<file path="src/rtl/mem_stream_fetcher.sv">
// Multi-channel sequential memory fetcher. It issues round-robin, credit-limited
// tagged loads and steers tagged responses into per-channel FIFOs.
module mem_stream_fetcher #(
   parameter int CHANNELS = 4,
   parameter int TAG_W    = $clog2(CHANNELS),
   parameter int ADDR_W   = 48,
   parameter int DATA_W   = 64,
   parameter int DEPTH    = 8
) (
   input  logic                         clk,
   input  logic                         rst,
   input  logic                         start,
   input  logic [TAG_W-1:0]             start_ch,
   input  logic [ADDR_W-1:0]            start_addr,
   input  logic [31:0]                  start_len,
   output logic [CHANNELS-1:0]          busy,
   output logic                         err,
   output logic                         req_mem_ld,
   output logic [ADDR_W-1:0]            req_mem_addr,
   output logic [TAG_W-1:0]             req_mem_tag,
   input  logic                         req_mem_stall,
   input  logic                         rsp_mem_push,
   input  logic [TAG_W-1:0]             rsp_mem_tag,
   input  logic [DATA_W-1:0]            rsp_mem_q,
   output logic                         rsp_mem_stall,
   output logic [CHANNELS-1:0]          valid,
   output logic [CHANNELS*DATA_W-1:0]   q,
   input  logic [CHANNELS-1:0]          pop
);
   localparam int PW  = $clog2(DEPTH);
   localparam int CW  = $clog2(DEPTH) + 1;
   localparam int CRW = CW + 1;
   localparam logic [ADDR_W-1:0] STRIDE     = ADDR_W'(DATA_W / 8);
   localparam logic [CRW-1:0]    CREDIT_MAX = CRW'(DEPTH);
   localparam logic [TAG_W-1:0]  LAST_CH    = TAG_W'(CHANNELS - 1);

   logic [ADDR_W-1:0] addr_r        [CHANNELS];
   logic [31:0]       remaining_r   [CHANNELS];
   logic [CW-1:0]     outstanding_r [CHANNELS];
   logic [CW-1:0]     count_r       [CHANNELS];
   logic [PW-1:0]     rd_ptr_r      [CHANNELS];
   logic [PW-1:0]     wr_ptr_r      [CHANNELS];
   logic [DATA_W-1:0] fifo_r        [CHANNELS][DEPTH];
   logic [TAG_W-1:0]  rr_r;
   logic              err_r;
   logic              req_ld_r;
   logic [ADDR_W-1:0] req_addr_r;
   logic [TAG_W-1:0]  req_tag_r;

   logic [CHANNELS-1:0] busy_s, eligible_s, hit_s, pop_ok_s, arm_s, rearm_s, issue_s;
   logic                grant_valid_s, issue_any_s, rsp_err_s;
   logic [TAG_W-1:0]    grant_s, scan_s, rr_next_s;

   // Per-channel status: busy, credit eligibility, response/pop/arm qualification, FIFO heads.
   always_comb begin
      busy_s     = {CHANNELS{1'b0}};
      eligible_s = {CHANNELS{1'b0}};
      hit_s      = {CHANNELS{1'b0}};
      pop_ok_s   = {CHANNELS{1'b0}};
      arm_s      = {CHANNELS{1'b0}};
      rearm_s    = {CHANNELS{1'b0}};
      valid      = {CHANNELS{1'b0}};
      q          = {(CHANNELS*DATA_W){1'b0}};
      for (int c = 0; c < CHANNELS; c++) begin
         busy_s[c]     = (remaining_r[c] != 32'd0) || (outstanding_r[c] != {CW{1'b0}});
         // credit counts both words in flight and words parked in the FIFO
         eligible_s[c] = (remaining_r[c] != 32'd0) &&
                         (({1'b0, outstanding_r[c]} + {1'b0, count_r[c]}) < CREDIT_MAX);
         hit_s[c]      = rsp_mem_push && (rsp_mem_tag == TAG_W'(c)) &&
                         (outstanding_r[c] != {CW{1'b0}});
         pop_ok_s[c]   = pop[c] && (count_r[c] != {CW{1'b0}});
         arm_s[c]      = start && (start_ch == TAG_W'(c)) && !busy_s[c];
         rearm_s[c]    = start && (start_ch == TAG_W'(c)) && busy_s[c];
         valid[c]      = (count_r[c] != {CW{1'b0}});
         q[c*DATA_W +: DATA_W] = valid[c] ? fifo_r[c][rd_ptr_r[c]] : {DATA_W{1'b0}};
      end
      rsp_err_s = rsp_mem_push && (hit_s == {CHANNELS{1'b0}});
   end

   // Round-robin arbiter: first eligible channel at or after rr.
   always_comb begin
      grant_valid_s = 1'b0;
      grant_s       = {TAG_W{1'b0}};
      scan_s        = {TAG_W{1'b0}};
      for (int i = 0; i < CHANNELS; i++) begin
         scan_s        = TAG_W'((int'(rr_r) + i) % CHANNELS);
         grant_s       = (eligible_s[scan_s] && !grant_valid_s) ? scan_s : grant_s;
         grant_valid_s = grant_valid_s || eligible_s[scan_s];
      end
      issue_any_s = grant_valid_s && !req_mem_stall;
      issue_s     = {CHANNELS{1'b0}};
      for (int c = 0; c < CHANNELS; c++) begin
         issue_s[c] = issue_any_s && (grant_s == TAG_W'(c));
      end
      rr_next_s = (grant_s == LAST_CH) ? {TAG_W{1'b0}} : grant_s + TAG_W'(1);
   end

   // Channel counters, request register, arbitration pointer and sticky error.
   always_ff @(posedge clk) begin
      if (rst) begin
         for (int c = 0; c < CHANNELS; c++) begin
            addr_r[c]        <= {ADDR_W{1'b0}};
            remaining_r[c]   <= 32'd0;
            outstanding_r[c] <= {CW{1'b0}};
            count_r[c]       <= {CW{1'b0}};
            rd_ptr_r[c]      <= {PW{1'b0}};
            wr_ptr_r[c]      <= {PW{1'b0}};
         end
         rr_r       <= {TAG_W{1'b0}};
         err_r      <= 1'b0;
         req_ld_r   <= 1'b0;
         req_addr_r <= {ADDR_W{1'b0}};
         req_tag_r  <= {TAG_W{1'b0}};
      end else begin
         for (int c = 0; c < CHANNELS; c++) begin
            if (arm_s[c]) begin
               addr_r[c]      <= start_addr;
               remaining_r[c] <= start_len;
            end else if (issue_s[c]) begin
               addr_r[c]      <= addr_r[c] + STRIDE;
               remaining_r[c] <= remaining_r[c] - 32'd1;
            end
            outstanding_r[c] <= outstanding_r[c] + CW'(issue_s[c]) - CW'(hit_s[c]);
            count_r[c]       <= count_r[c] + CW'(hit_s[c]) - CW'(pop_ok_s[c]);
            if (hit_s[c])    wr_ptr_r[c] <= wr_ptr_r[c] + PW'(1);
            if (pop_ok_s[c]) rd_ptr_r[c] <= rd_ptr_r[c] + PW'(1);
         end
         err_r    <= err_r || (rearm_s != {CHANNELS{1'b0}}) || rsp_err_s;
         req_ld_r <= issue_any_s;
         if (issue_any_s) begin
            req_addr_r <= addr_r[grant_s];
            req_tag_r  <= grant_s;
            rr_r       <= rr_next_s;
         end
      end
   end

   // FIFO storage; pointers carry the reset, so the data array needs none.
   always_ff @(posedge clk) begin
      for (int c = 0; c < CHANNELS; c++) begin
         if (hit_s[c]) fifo_r[c][wr_ptr_r[c]] <= rsp_mem_q;
      end
   end

   assign busy          = busy_s;
   assign err           = err_r;
   assign req_mem_ld    = req_ld_r;
   assign req_mem_addr  = req_addr_r;
   assign req_mem_tag   = req_tag_r;
   assign rsp_mem_stall = 1'b0;
endmodule

</file>
<file path="config.mk">
export PLATFORM = sky130hd
export DESIGN_NAME = mem_stream_fetcher
export DESIGN_NICKNAME = d
export VERILOG_FILES = /design/src/rtl/mem_stream_fetcher.sv
export SDC_FILE = /design/constraint.sdc
export NUM_CORES = 2
export LEC_CHECK = 0
export BUFFER_PORTS_ARGS = -buffer_cell sky130_fd_sc_hd__buf_2
export CORE_MARGIN = 1
export CORE_UTILIZATION = 45
export CTS_BUF_LIST = sky130_fd_sc_hd__clkbuf_16
export CTS_CLUSTER_DIAMETER = 200
export DETAILED_ROUTE_END_ITERATION = 10
export PLACE_DENSITY = 0.64
export RECOVER_POWER = 100
export SLEW_MARGIN = 30
export SYNTH_ARGS = -nofsm -noshare
export SYNTH_HDL_FRONTEND = slang
export SYNTH_SLANG_ARGS = --single-unit
</file>
<file path="constraint.sdc">
create_clock -name clk -period 9.65 [get_ports clk]
set_input_delay 1.4475 -clock clk [delete_from_list [all_inputs] [get_ports clk]]
set_output_delay 1.4475 -clock clk [all_outputs]
set_load 0.005 [all_outputs]
</file>
=== After elaboration in Yosys (flattened, before gate mapping) ===
Memories as Yosys holds them, arrays and structs flattened. A register that Yosys moved wholly into a read port is not among the register bits.
Index checks and enable logic that the tools add are counted.

* Add/sub/neg operators: 40
* Multiply operators: 0
* Divide/modulo/power cells: 0
* Magnitude comparators: 20
* Eq/ne operators: 9
* Shift-type cells: 0
* Mux-type cells: 137
* Bitwise logic cells: 40
* Reductions and logical operators: 78

{| class="wikitable"
|+ Operators by type and width
! cell !! count
|-
| 512-bit 2-to-1 mux || 10
|-
| 512-bit OR reduction || 3
|-
| 64-bit 2-to-1 mux || 16
|-
| 64-bit binary-select mux with 3-bit select || 4
|-
| 64-bit demux with 3-bit select || 4
|-
| 48-bit 2-to-1 mux || 8
|-
| 32-bit 2-to-1 mux || 8
|-
| 48-bit by 4-bit adder with 48-bit output, second input constant || 4
|-
| 32-bit nonzero test || 4
|-
| 32-bit by 1-bit subtractor with 32-bit output, second input constant || 4
|-
| 1-bit 2-to-1 mux || 59
|-
| 1-bit logical AND || 41
|-
| 4-bit nonzero test || 9
|-
| 4-bit by 1-bit adder with 4-bit output || 8
|-
| 4-bit >= comparator, second input constant || 8
|-
| 4-bit 2-to-1 mux || 8
|-
| 3-bit inverter with 4-bit output || 8
|-
| 1-bit bitwise OR || 32
|-
| 4-bit by 1-bit subtractor with 4-bit output || 8
|-
| 3-bit by 1-bit adder with 3-bit output, second input constant || 8
|-
| 3-bit 2-to-1 mux || 8
|-
| 4-bit by 4-bit adder with 5-bit output || 4
|-
| 5-bit by 4-bit < comparator with 1-bit output, second input constant || 4
|-
| 4-bit by 1-bit < comparator with 1-bit output, second input constant || 4
|-
| 11 further kinds || 50
|}

* Flip-flop bits (word level): 6
* Latch bits: 0
* Bits in writable memories: 2424
* ROM bits: 0
* Input bits: 157
* Output and inout bits: 317
* Word-level logic and storage cells: 335
* Memories: 7

{| class="wikitable"
|+ Memories
! name !! depth !! bits a word !! rd ports !! clocked after Yosys merged registers in !! write ports !! RTL line !! source
|-
| fifo_r || 4 || 512 || 4 || 0 || 1 || 43 || <nowiki>logic [DATA_W-1:0] fifo_r [CHANNELS][DEPTH];</nowiki>
|-
| addr_r || 4 || 48 || 5 || 1 || 4 || 37 || <nowiki>logic [ADDR_W-1:0] addr_r [CHANNELS];</nowiki>
|-
| remaining_r || 4 || 32 || 4 || 0 || 4 || 38 || <nowiki>logic [31:0] remaining_r [CHANNELS];</nowiki>
|-
| count_r || 4 || 4 || 4 || 0 || 4 || 40 || <nowiki>logic [CW-1:0] count_r [CHANNELS];</nowiki>
|-
| outstanding_r || 4 || 4 || 4 || 0 || 4 || 39 || <nowiki>logic [CW-1:0] outstanding_r [CHANNELS];</nowiki>
|-
| rd_ptr_r || 4 || 3 || 4 || 0 || 4 || 41 || <nowiki>logic [PW-1:0] rd_ptr_r [CHANNELS];</nowiki>
|-
| 1 more memories || - || - || - || - || - || - ||
|}

=== Longest topological paths before layout ===
An unclocked memory read counts as a cell.

* Word-level depth: 18
* Gate-level depth with buffers: 18
* Mapped depth without buffers: 16

=== Least setup slack after synthesis ===
OpenSTA, ideal clock, no wires.

* Path kind: input to register
* From: input rsp_mem_push
* To: memory fifo_r[3][448] (netlist bit) (enable)
* Library setup time: 0.644 ns
* Arrival: 8.173 ns
* Data required time: 9.006 ns
* Path slack: 0.833 ns
* Cell stages on the path: 4
* Buffers on the path: 1
* Cells stage by stage: nand2_1 > or3b_2 > clkbuf_1 > nor4_1

* Word-level cells in the longest chain between the ends: 8
* Elaborated cells between the ends (all ways): 25
* Classes of those cells: 14 x mux; 11 x reduce/logical

{| class="wikitable"
|+ Ends and longest elaborated chain
! element !! RTL line !! source
|-
| start: declaration || 22 || <nowiki>input logic rsp_mem_push,</nowiki>
|-
| 1-bit logical AND (2 in a row) || 69 || <nowiki>hit_s[c] = rsp_mem_push && (rsp_mem_tag == TAG_W'(c)) &&</nowiki>
|-
| 1-bit 2-to-1 mux || 141 || <nowiki>if (hit_s[c]) fifo_r[c][wr_ptr_r[c]] <= rsp_mem_q;</nowiki>
|-
| 512-bit 2-to-1 mux (not written as such) || 141 ||
|-
| 512-bit OR reduction (no line) || - ||
|-
| 2-bit 2-to-1 mux (no line) or 512-bit 2-to-1 mux (tied branches) (3 in a row) || - ||
|-
| end: declaration || 43 ||
|}

Parallel ways exist; a longest one is shown, timed or not.

=== Worst setup path after layout ===
* From: input rsp_mem_push
* To: memory fifo_r[2][401] (netlist bit) (enable)

The elaborated chain is that of the path after synthesis.

==> impl_metrics.csv <==
group,metric,value,unit
floorplan,fp-row-count,175,
timing,fmax,131,MHz
detailed_routing,met3_length,20.6,mm
logic_synthesis,ys_top_cells_by_count,"edfxtp_1 (2392), mux4_2 (512), nand2_1 (452)",
floorplan,die_h,480,um
timing,fin_crit,7.66,ns
pwr,ir_drop,0.315,mV
grt,grt-ovfl-total,0,
critical_path,crit_fanout,31,
worst_hold_path,hold_end,"req_mem_addr[45]$_SDFFE_PP0P_",
placement,io_buffers,472,
run_status,violations,"capacitance limit, slew limit",
pwr,total_power,31.0,mW
placement,dp_hpwl,158,mm
critical_path,critical_path_class,"in -> reg",
grt,antenna_found_initial,19,
detailed_routing,routed_wl,262,mm
logic_synthesis,synth_cell_types,71,
timing,rsz0062_at_grt,"false",
clock_tree,cts_buffers,280,
logic_synthesis,synthMuxAreaShare,14.2,%
detailed_routing,drtAntennaViolNets,0,
clock_tree,htree_levels,5,
timing,fin_tns_setup,0,ns
logic_synthesis,synth_nets,6145,
floorplan,core_region_area,227000,um^2
critical_path,end_kind,"register",
logic_synthesis,synth_ff_type,"edfxtp_1",
critical_path,regToRegSetupSlack,2.15,ns
logic_synthesis,yosys.cell_count.top_type,"edfxtp_1",
critical_path,critPathArrivalTime,8.09,ns
clock_tree,clock_path_buffers,4,
run_status,outcome,"finished with violations",
logic_synthesis,async_reset_ff_share,0,%
detailed_routing,first_pass_iters,5,
worst_hold_path,worstHoldPathCells,2,
cells_and_area,instances_no_fill,9706,
worst_hold_path,worstHoldStart,"req_mem_addr[45]$_SDFFE_PP0P_",
logic_synthesis,yosys.area.top_type_share,69.9,%
grt,grt_pass1_vias,56400,
logic_synthesis,synth_compound_area_share,3.03,%
detailed_routing,highest_layer,"met5",
clock_tree,cts-resized-gates,0,
critical_path,r2r_end,"fifo_r[2][401]$_DFFE_PP_",
logic_synthesis,yosys_warnings,0,
timing,skew,0.0670,ns
timing,hold_ws,0.486,ns
cells_and_area,drive_gt1_share,17.0,%
floorplan,start_util,45.2,%
logic_synthesis,synthTopCellsByArea,"edfxtp_1 (70%), mux4_2 (11%), mux2i_1 (3.0%), dfxtp_1 (1.7%), nand2_1 (1.7%)",
clock_tree,clock_latency,0.92,ns
detailed_routing,drtIter0Drc,5200,
critical_path,worstRegToRegCells,9,
timing,post-route-period-util,79.3,%
grt,groute.usage.overall,22.6,%
logic_synthesis,synth_xor_area_share,2.63,%
clock_tree,clock_sinks,2478,
timing,timing.final.ws_setup,1.99,ns
logic_synthesis,synth_fa_ha_area_share,1.04,%
detailed_routing,wl_per_cell,27.0,um
detailed_routing,num_vias,56400,
worst_hold_path,hp-class,"reg -> reg",
logic_synthesis,synthCells,5907,
critical_path,cp.required,10.08,ns
floorplan,num_io_pins,474,
logic_synthesis,yosysSeqAreaShare,71.6,%
pwr,power_density,267,nW/um^2
detailed_routing,wl_met1,109,mm
cells_and_area,finalNetCount,6736,
clock_tree,post_cts_buffers,0,
timing,worst_pin_slew,3.96,ns
logic_synthesis,synth_edf_count,2392,
placement,placed_cells,9225,
run,drv_cap,84,
clock_tree,cts_root_buffer,"clkbuf_16",
timing,final-hold-violation-count,0,
logic_synthesis,syn_area,103000,um^2
timing,slew_violations,2889,
timing,relSlewSlack,-164,%
critical_path,rr_startpoint,"outstanding_r[2][2]$_SDFF_PP0_",
logic_synthesis,synth_area_leader_cell,"edfxtp_1",
critical_path,crit_path_start_kind,"input port",
detailed_routing,via_per_inst,5.81,
logic_synthesis,synth_area_per_cell,17.4,um^2
detailed_routing,met2_wirelength,126,mm
grt,grt_max_degree,90,
clock_tree,cts_tree,"built",
placement,gp_congestion,0.863,
logic_synthesis,synthSimpleGateAreaFrac,5.91,%
timing,setup_viol,0,
cells_and_area,area_delta_synth_final,13.2,%
logic_synthesis,synth_top_family_by_area,"multiplexers",
detailed_routing,drc,0,
floorplan,die_w,480,um
clock_tree,path_clk_slew,0.06,ns
placement,place_ws,3.63,ns
floorplan,die-area,230000,um^2
clock_tree,hold_buffers,0,
logic_synthesis,synth-seq-cells,2478,
pwr,p_leak,37.1,nW
grt,grt_pass1_wl,383,mm
==> power by group <==
group          internal (mW)  total, mW  switching [mW]  leakage (nW)
sequential              12.7       13.5           0.721          22.7
clock                   5.63       9.76            4.13          4.29
combinational           3.00       7.84            4.85          10.1
==> area by class of cell <==
| class | count | area, um^2 |
|---|---|---|
| fill | 18600 | 111000 |
| timing repair buffer | 609 | 2840 |
| tap | 3009 | 3760 |
| antenna | 18 | 45.0 |
| inverter | 85 | 319 |
| clock inverter | 177 | 1110 |
| sequential | 2478 | 73600 |
| multi-input combinational | 3044 | 27600 |
| clock buffer | 286 | 7160 |
==> critical path, stage by stage <==
cell and delay, ns:
clkbuf_1 0.32, nand2_1 0.12, or3_1 0.42, inv_1 0.24, nand2_1 0.26, nor3_1 1.07
clkbuf_1 1.79, clkbuf_1 2.33
==> per-stage QoR <==
step,utilization (%),instance area (um^2)
CTS,51.6,117000
global route,51.2,116000
detailed placement,48.0,109000
finish,51.2,116000
floorplan,-,103000
global placement,47.9,109000
==> sequential cells by signal (all words and copies together), names as in the netlist <==
name and count:
addr_r 192, count_r 16, err 1, fifo_r 2048, outstanding_r 16, rd_ptr_r 12
remaining_r 128, req_mem_addr 48, req_mem_ld 1, req_mem_tag 2, rr_r 2, wr_ptr_r 12
==> logic make-up after synthesis <==
| family | count (synthesis) |
|---|---|
| AOI/OAI and AO/OA | 505 |
| xor gates and xnor gates | 309 |
| adders and majority gates | 81 |
| buffers and inverters | 385 |
| DFF | 2478 |
| muxes | 821 |
| other | 1 |
| and+or+nand+nor | 1327 |
==> layer usage <==
layer	vias up	global-route usage (%)
met5	-	0
met4	10	6.22
met3	396	4.15
met2	2115	36.5
met1	29500	31.7
li1	24300	-
==> layout by cell type, fill, tap and decap left out, types with 8 or more instances in the layout <==
cell type	instances
diode_2	18
and4_1	11
dfxtp_1	86
nor2b_1	16
nand4_1	40
clkbuf_16	286
clkinv_1	55
mux4_2	512
clkbuf_2	39
clkinv_2	33
edfxtp_1	2392
nor2_1	375
and3_1	56
ha_1	73
nand2_1	450
xnor2_1	147
buf_4	45
mux2i_1	309
clkbuf_1	378
nor3b_1	9
a21oi_1	16
and2_1	12
xor2_1	162
nor2_4	17
or4_1	18
nand2b_1	29
nand3_1	131
nor4_1	33
nor3_1	72
o211ai_1	48
a21o_1	63
fa_1	8
inv_1	145
and2_0	10
o21ai_0	347
buf_2	131
bufinv_16	11
or3_1	11
==> how the worst max path moves through the flow <==
stage	startpoint	endpoint	slack, ns
finish	rsp_mem_push	fifo_r[2][401]$_DFFE_PP_	1.99
CTS	remaining_r[0][32]$_SDFFCE_PN0P_	addr_r[0][30]$_SDFFCE_PN0P_	3.59
detailed placement	remaining_r[0][32]$_SDFFCE_PN0P_	addr_r[0][16]$_SDFFCE_PN0P_	3.63
floorplan	rsp_mem_push	fifo_r[3][448]$_DFFE_PP_	0.83
global placement	count_r[0][13]$_SDFF_PP0_	addr_r[0][17]$_SDFFCE_PN0P_	3.66
global route	remaining_r[0][64]$_SDFFCE_PN0P_	addr_r[2][22]$_SDFFCE_PN0P_	1.75
(Power assumes the default switching activity.)
